### src/rtl/uart_loop_fifo_pkg.sv
// Shared definitions for the buffered UART loop stage: transform mode codes and FSM states.
package uart_loop_fifo_pkg;

   typedef enum logic [1:0] {
      ModePass  = 2'd0,
      ModeUpper = 2'd1,
      ModeInv   = 2'd2,
      ModeRev   = 2'd3
   } mode_e;

   typedef enum logic [1:0] {
      StIdle   = 2'd0,
      StLaunch = 2'd1,
      StWaitHi = 2'd2,
      StWaitLo = 2'd3
   } state_e;

endpackage

### src/rtl/uart_loop_fifo_if.sv
// Receiver-to-transmitter handshake bundle. The slave side is the loop stage;
// the master side is the surrounding receiver and transmitter.
interface uart_loop_if #(
   parameter int unsigned DATA_W = 8
) ();

   logic              recv_done;
   logic [DATA_W-1:0] recv_data;
   logic              tx_busy;
   logic              send_en;
   logic [DATA_W-1:0] send_data;

   modport master (
      output recv_done,
      output recv_data,
      output tx_busy,
      input  send_en,
      input  send_data
   );

   modport slave (
      input  recv_done,
      input  recv_data,
      input  tx_busy,
      output send_en,
      output send_data
   );

endinterface

### src/rtl/uart_loop_fifo_sync_fifo.sv
// Single-clock show-ahead FIFO with occupancy count. A write while full is only
// accepted when a read frees the head slot in the same cycle.
module uart_loop_fifo_sync_fifo #(
   parameter int unsigned DATA_W = 8,
   parameter int unsigned DEPTH  = 16
) (
   input  logic                   clk,
   input  logic                   rst,
   input  logic                   wr_en,
   input  logic [DATA_W-1:0]      wr_data,
   input  logic                   rd_en,
   output logic [DATA_W-1:0]      rd_data,
   output logic                   full,
   output logic                   empty,
   output logic [$clog2(DEPTH):0] count
);

   localparam int unsigned PtrW = $clog2(DEPTH);
   localparam int unsigned CntW = PtrW + 1;

   logic [DATA_W-1:0] mem_q [DEPTH];
   logic [PtrW-1:0]   wr_ptr_q, wr_ptr_d;
   logic [PtrW-1:0]   rd_ptr_q, rd_ptr_d;
   logic [CntW-1:0]   count_q, count_d;
   logic              wr_ok, rd_ok;

   assign full    = (count_q == CntW'(DEPTH));
   assign empty   = (count_q == '0);
   assign count   = count_q;
   assign rd_data = mem_q[rd_ptr_q];

   assign wr_ok = wr_en & (~full | rd_en);
   assign rd_ok = rd_en & ~empty;

   always_comb begin
      wr_ptr_d = wr_ptr_q;
      rd_ptr_d = rd_ptr_q;
      count_d  = count_q + CntW'(wr_ok) - CntW'(rd_ok);
      if (wr_ok) wr_ptr_d = wr_ptr_q + PtrW'(1);
      if (rd_ok) rd_ptr_d = rd_ptr_q + PtrW'(1);
   end

   always_ff @(posedge clk) begin
      if (rst) begin
         wr_ptr_q <= '0;
         rd_ptr_q <= '0;
         count_q  <= '0;
      end else begin
         wr_ptr_q <= wr_ptr_d;
         rd_ptr_q <= rd_ptr_d;
         count_q  <= count_d;
      end
   end

   // Storage is not reset; the pointers alone define which entries are live.
   always_ff @(posedge clk) begin
      if (wr_ok) mem_q[wr_ptr_q] <= wr_data;
   end

endmodule

### src/rtl/uart_loop_fifo.sv
// Buffered UART loop stage: queues received bytes, transforms each at launch and
// paces launches against the transmitter busy flag with a rise timeout.
module uart_loop_fifo
   import uart_loop_fifo_pkg::*;
#(
   parameter int unsigned DATA_W       = 8,
   parameter int unsigned DEPTH        = 16,
   parameter int unsigned BUSY_TIMEOUT = 15
) (
   input  logic                   sys_clk,
   input  logic                   sys_rst,
   uart_loop_if.slave             bus,
   input  logic [1:0]             mode,
   output logic [$clog2(DEPTH):0] fifo_count,
   output logic                   overflow,
   input  logic                   ovf_clr
);

   localparam int unsigned TmoW = $clog2(BUSY_TIMEOUT + 2);

   state_e            state_q, state_d;
   logic [TmoW-1:0]   tmo_q, tmo_d;
   logic              done_q;
   logic              send_en_q;
   logic [DATA_W-1:0] send_data_q;
   logic              overflow_q, overflow_d;

   logic              push, pop, drop;
   logic              fifo_full, fifo_empty;
   logic [DATA_W-1:0] fifo_head;

   function automatic logic [DATA_W-1:0] xform(input logic [DATA_W-1:0] d, input mode_e m);
      logic [DATA_W-1:0] r;
      r = d;
      unique case (m)
         ModeUpper: begin
            if (DATA_W == 8 && d >= DATA_W'(8'h61) && d <= DATA_W'(8'h7A)) begin
               r = d - DATA_W'(8'h20);
            end
         end
         ModeInv: r = ~d;
         ModeRev: begin
            for (int i = 0; i < int'(DATA_W); i++) r[i] = d[int'(DATA_W) - 1 - i];
         end
         default: r = d;
      endcase
      return r;
   endfunction

   assign push = bus.recv_done & ~done_q;
   assign pop  = (state_q == StLaunch);
   // A full FIFO still accepts the byte when the head is popped in the same cycle.
   assign drop = push & fifo_full & ~pop;

   uart_loop_fifo_sync_fifo #(
      .DATA_W (DATA_W),
      .DEPTH  (DEPTH)
   ) u_fifo (
      .clk     (sys_clk),
      .rst     (sys_rst),
      .wr_en   (push),
      .wr_data (bus.recv_data),
      .rd_en   (pop),
      .rd_data (fifo_head),
      .full    (fifo_full),
      .empty   (fifo_empty),
      .count   (fifo_count)
   );

   always_comb begin
      state_d = state_q;
      tmo_d   = tmo_q;
      unique case (state_q)
         StIdle: begin
            if (!fifo_empty && !bus.tx_busy) state_d = StLaunch;
         end
         StLaunch: begin
            state_d = StWaitHi;
            tmo_d   = '0;
         end
         StWaitHi: begin
            // A transmitter that never answers must not stall the queue forever.
            if (bus.tx_busy) begin
               state_d = StWaitLo;
            end else if (tmo_q == TmoW'(BUSY_TIMEOUT)) begin
               state_d = StIdle;
            end else begin
               tmo_d = tmo_q + TmoW'(1);
            end
         end
         StWaitLo: begin
            if (!bus.tx_busy) state_d = StIdle;
         end
         default: state_d = StIdle;
      endcase
   end

   always_comb begin
      overflow_d = overflow_q;
      if (drop) begin
         overflow_d = 1'b1;
      end else if (ovf_clr) begin
         overflow_d = 1'b0;
      end
   end

   always_ff @(posedge sys_clk) begin
      if (sys_rst) begin
         state_q     <= StIdle;
         tmo_q       <= '0;
         done_q      <= 1'b0;
         send_en_q   <= 1'b0;
         send_data_q <= '0;
         overflow_q  <= 1'b0;
      end else begin
         state_q     <= state_d;
         tmo_q       <= tmo_d;
         done_q      <= bus.recv_done;
         send_en_q   <= pop;
         overflow_q  <= overflow_d;
         if (pop) send_data_q <= xform(fifo_head, mode_e'(mode));
      end
   end

   assign bus.send_en   = send_en_q;
   assign bus.send_data = send_data_q;
   assign overflow      = overflow_q;

endmodule
### src/flat_wrapper.sv
// flat-port wrapper written by rule: the top's interface ports become plain ports
module uart_loop_fifo_flat import uart_loop_fifo_pkg::*;
#(
   parameter int unsigned DATA_W       = 8,
   parameter int unsigned DEPTH        = 16,
   parameter int unsigned BUSY_TIMEOUT = 15
)
  (sys_clk, sys_rst, mode, fifo_count, overflow, ovf_clr, bus_recv_done, bus_recv_data, bus_tx_busy, bus_send_en, bus_send_data);
  uart_loop_if #(.DATA_W(DATA_W)) bus_i ();
  input  logic sys_clk;
  input  logic sys_rst;
  input  logic [1:0] mode;
  output logic [$clog2(DEPTH):0] fifo_count;
  output logic overflow;
  input  logic ovf_clr;
  input wire logic [$bits(bus_i.recv_done)-1:0] bus_recv_done;
  input wire logic [$bits(bus_i.recv_data)-1:0] bus_recv_data;
  input wire logic [$bits(bus_i.tx_busy)-1:0] bus_tx_busy;
  output wire logic [$bits(bus_i.send_en)-1:0] bus_send_en;
  output wire logic [$bits(bus_i.send_data)-1:0] bus_send_data;
  assign bus_i.recv_done = bus_recv_done;
  assign bus_i.recv_data = bus_recv_data;
  assign bus_i.tx_busy = bus_tx_busy;
  assign bus_send_en = bus_i.send_en;
  assign bus_send_data = bus_i.send_data;
  uart_loop_fifo #(.DATA_W(DATA_W), .DEPTH(DEPTH), .BUSY_TIMEOUT(BUSY_TIMEOUT)) u_core (.sys_clk(sys_clk), .sys_rst(sys_rst), .bus(bus_i), .mode(mode), .fifo_count(fifo_count), .overflow(overflow), .ovf_clr(ovf_clr));
endmodule
### config.mk
export PLATFORM = sky130hd
export DESIGN_NAME = uart_loop_fifo_flat
export DESIGN_NICKNAME = d
export VERILOG_FILES = /design/src/rtl/uart_loop_fifo_pkg.sv /design/src/rtl/uart_loop_fifo_if.sv /design/src/rtl/uart_loop_fifo_sync_fifo.sv /design/src/rtl/uart_loop_fifo.sv /design/src/flat_wrapper.sv
export SDC_FILE = /design/constraint.sdc
export NUM_CORES = 1
export LEC_CHECK = 0
export BUFFER_PORTS_ARGS = -buffer_cell sky130_fd_sc_hd__buf_2
export CORE_MARGIN = 3
export CORE_UTILIZATION = 55
export DETAILED_ROUTE_END_ITERATION = 16
export PLACE_DENSITY = 0.75
export SYNTH_ARGS = -nofsm -noshare
export SYNTH_HDL_FRONTEND = slang
export SYNTH_SLANG_ARGS = --single-unit
### constraint.sdc
create_clock -name sys_clk -period 2.54 [get_ports sys_clk]
set_input_delay 0.508 -clock sys_clk [delete_from_list [all_inputs] [get_ports sys_clk]]
set_output_delay 0.508 -clock sys_clk [all_outputs]
set_load 0.02 [all_outputs]
==> metrics.txt <==
status completed; Remaining DRCs 0; Tcrit/Tclk final between 90% and 100%; Seq/Total Area, Yosys 67.4%; P&R area growth vs syn 17.8%; post-synth net total 461; worst reg2reg setup slack 80 ps; die area 13600 um^2; Die Width approximately 120 um; most frequent cells in the layout edfxtp_1, nor2_1, dfxtp_1, buf_4, buf_2; final net count 525; vias in the first global route 3799; first-pass GRT wire length 21.4 mm; CP Capture Point u_core.bus.send_data[7]; slowest CP cell mux4_2; via/cell ratio 5.99; vias ~3900; io pins 30; initial core utilization a little under three fifths; worst vdd ir around 0.75 mV; crit path kind reg -> reg; Tot Pwr 7080 uW; ys flop type edfxtp_1; worst clock skew 12.7 ps; WL/cell 22.0 um; Clock Tree Buf Depth 2; Post-synth EDFFs 128; TritonCTS clock tree built; Yosys Warn Count 0; top cells by area, synth edfxtp_1, dfxtp_1, mux4_2, mux2i_1, ha_1; register bit total from synthesis 163; Die Y between 100 and 150 um; Synth top area share 57.0%; Largest delay share family, worst path simple AND/OR/NAND/NOR gates; P per Cell Area 891 nW/um^2; ANT nets after route 0; fillcell total 778; Core Util, Final between 60% and 70%; synthesized cell area 6740 um^2; initial antenna violation count 0; critical path cell sequence buf_12 > mux4_2 > a22oi_1 > and3_4 > o21ai_1 > and3_1 > or3_1 > a21oi_1; Num CTS Buffers 17; Syn Area/Cell 15.6 um^2; Critical Path Fanout Max 15; final hold violation count 0; Clock Tree Root clkbuf_16; Critical Path RT 2900 ps; WL final ~14 mm; clock transition at the registers of the reported paths about 60 ps; Setup Slack @ Placement roughly 45 ps; row count 39; worst reg2reg endpoint u_core.bus.send_data[7]; share of post-route cells with drive strength above 1 29.1%; Worst setup EP type register; TritonCTS Sinks 163; GR Util All Layers 22.2%; Pleak 0.00276 uW; Arrival @ worst endpoint 2820 ps; fin. max-slew vios 0; WHS Path Cells 2; pin count of the biggest net entering global routing 30; core area 11700 um^2; critical path launch point type register; endpoints failing setup 0; CP peak stage delay 510 ps; commonest non-fill, non-tap cell in the layout edfxtp_1; DRT Pass-1 Iters 7; DRT iter0 DRCs roughly 490; worst min-delay path class in -> reg; Max Freq 0.406 GHz; Crit. path cell count 8; antenna cells 0; IO buf count 29; worst r2r path cells 8; Worst-Margin Slew approximately 670 ps; DP HPWL 8.85 mm; worst setup margin 76.1 ps; GP Congestion between 0.7 and 0.8; Max-Cap Viols 0; worst skew pair latency around 430 ps; Async S/R FF share, synth 0%; cell count after synthesis around 430; fin crit period 2460 ps; Buf/Inv on CP 1; Synth cell types 52; Slew HR a little over half; total gr overflow 0; area leader, netlist edfxtp_1; H-Tree Depth 4; hold_buf cts 0
==> worst min path at each step <==
stage                                   end               startpoint
finish                        u_core.done_q            bus_recv_done
global placement    u_core.bus.send_data[6]  u_core.bus.send_data[6]
CTS                           u_core.done_q            bus_recv_done
global route                  u_core.done_q            bus_recv_done
floorplan                   u_core.tmo_q[4]          u_core.tmo_q[4]
detailed placement  u_core.bus.send_data[3]  u_core.bus.send_data[3]
==> sequential cells by signal (all words and copies together) (netlist names), named ones only <==
register and cells:
u_core.bus.send_en 1, u_core.u_fifo.rd_ptr_q 4, u_core.bus.send_data 8, u_core.u_fifo.wr_ptr_q 4
u_core.tmo_q 5, u_core.done_q 1, u_core.overflow 1, u_core.state_q 2
u_core.u_fifo.count 5, u_core.u_fifo.mem_q 128
==> through the flow <==
step	hold slack (ps)	std cells	area [um^2]	setup TNS, ps
after floorplan	464	431	6750	0
after global placement	441	615	7230	0
after detailed placement	454	615	7230	0
after CTS	325	647	7830	0
after global routing	354	651	7940	-17.2
final	340	651	7940	0
==> final cells by class <==
cell class	count	area [um^2]	share of cell area, %
Multi-Input combinational cell	232	2080	26.2
Timing Repair Buffer	65	483	6.08
Inverter	16	60.1	0.756
Tap cell	143	179	2.25
Sequential cell	163	4550	57.3
Clock inverter	14	161	2.03
Clock buffer	18	429	5.40
==> Yosys cell counts (all sizes together), types with 2 or more instances <==
master	instances
edfxtp	128
nor2	40
dfxtp	35
mux4	27
nand2	23
mux2i	19
inv	15
ha	14
buf	11
a21oi	10
o21ai	10
clkbuf	9
xor2	8
mux2	6
nand3	6
nor2b	6
nor3	6
a221oi	5
a22oi	5
nand2b	5
nand4	5
o211ai	4
a22o	3
and3	3
xnor2	3
a31oi	2
a32o	2
nor4	2
o31ai	2
or2	2
or3	2
==> timing repair <==
item	in CTS	in global routing
resized for setup	0	22
endpoints found under the setup margin	0	4
hold endpoints to repair	0	0
setup buffers	0	3
==> where the power goes <==
part           total [uW]  switching, uW  internal [uW]
Combinational        1440            789            655
Clock                2530            993           1540
Sequential           3100           88.0           3020
==> logic make-up after synthesis <==
group / count (synthesis) / share of synthesized area [%]
buffers and inverters: 36 / 2.71
DFF: 163 / 67.4
AOI/OAI and AO/OA: 48 / 5.01
and+or+nand+nor: 106 / 7.46
muxes: 52 / 13.1
adders and majority gates: 15 / 2.90
xor gates and xnor gates: 11 / 1.43
==> routing by layer <==
layer / global-route usage [%] / vias to the layer above / wire length [um]
met2: 35.3 / 183 / 7240
li1: - / 1790 / -
met4: 8.10 / 0 / 252
met5: 0 / - / 0
met3: 6.22 / 27 / 1150
met1: 29.5 / 1902 / 5680
Power figures use the tool's default switching activity.
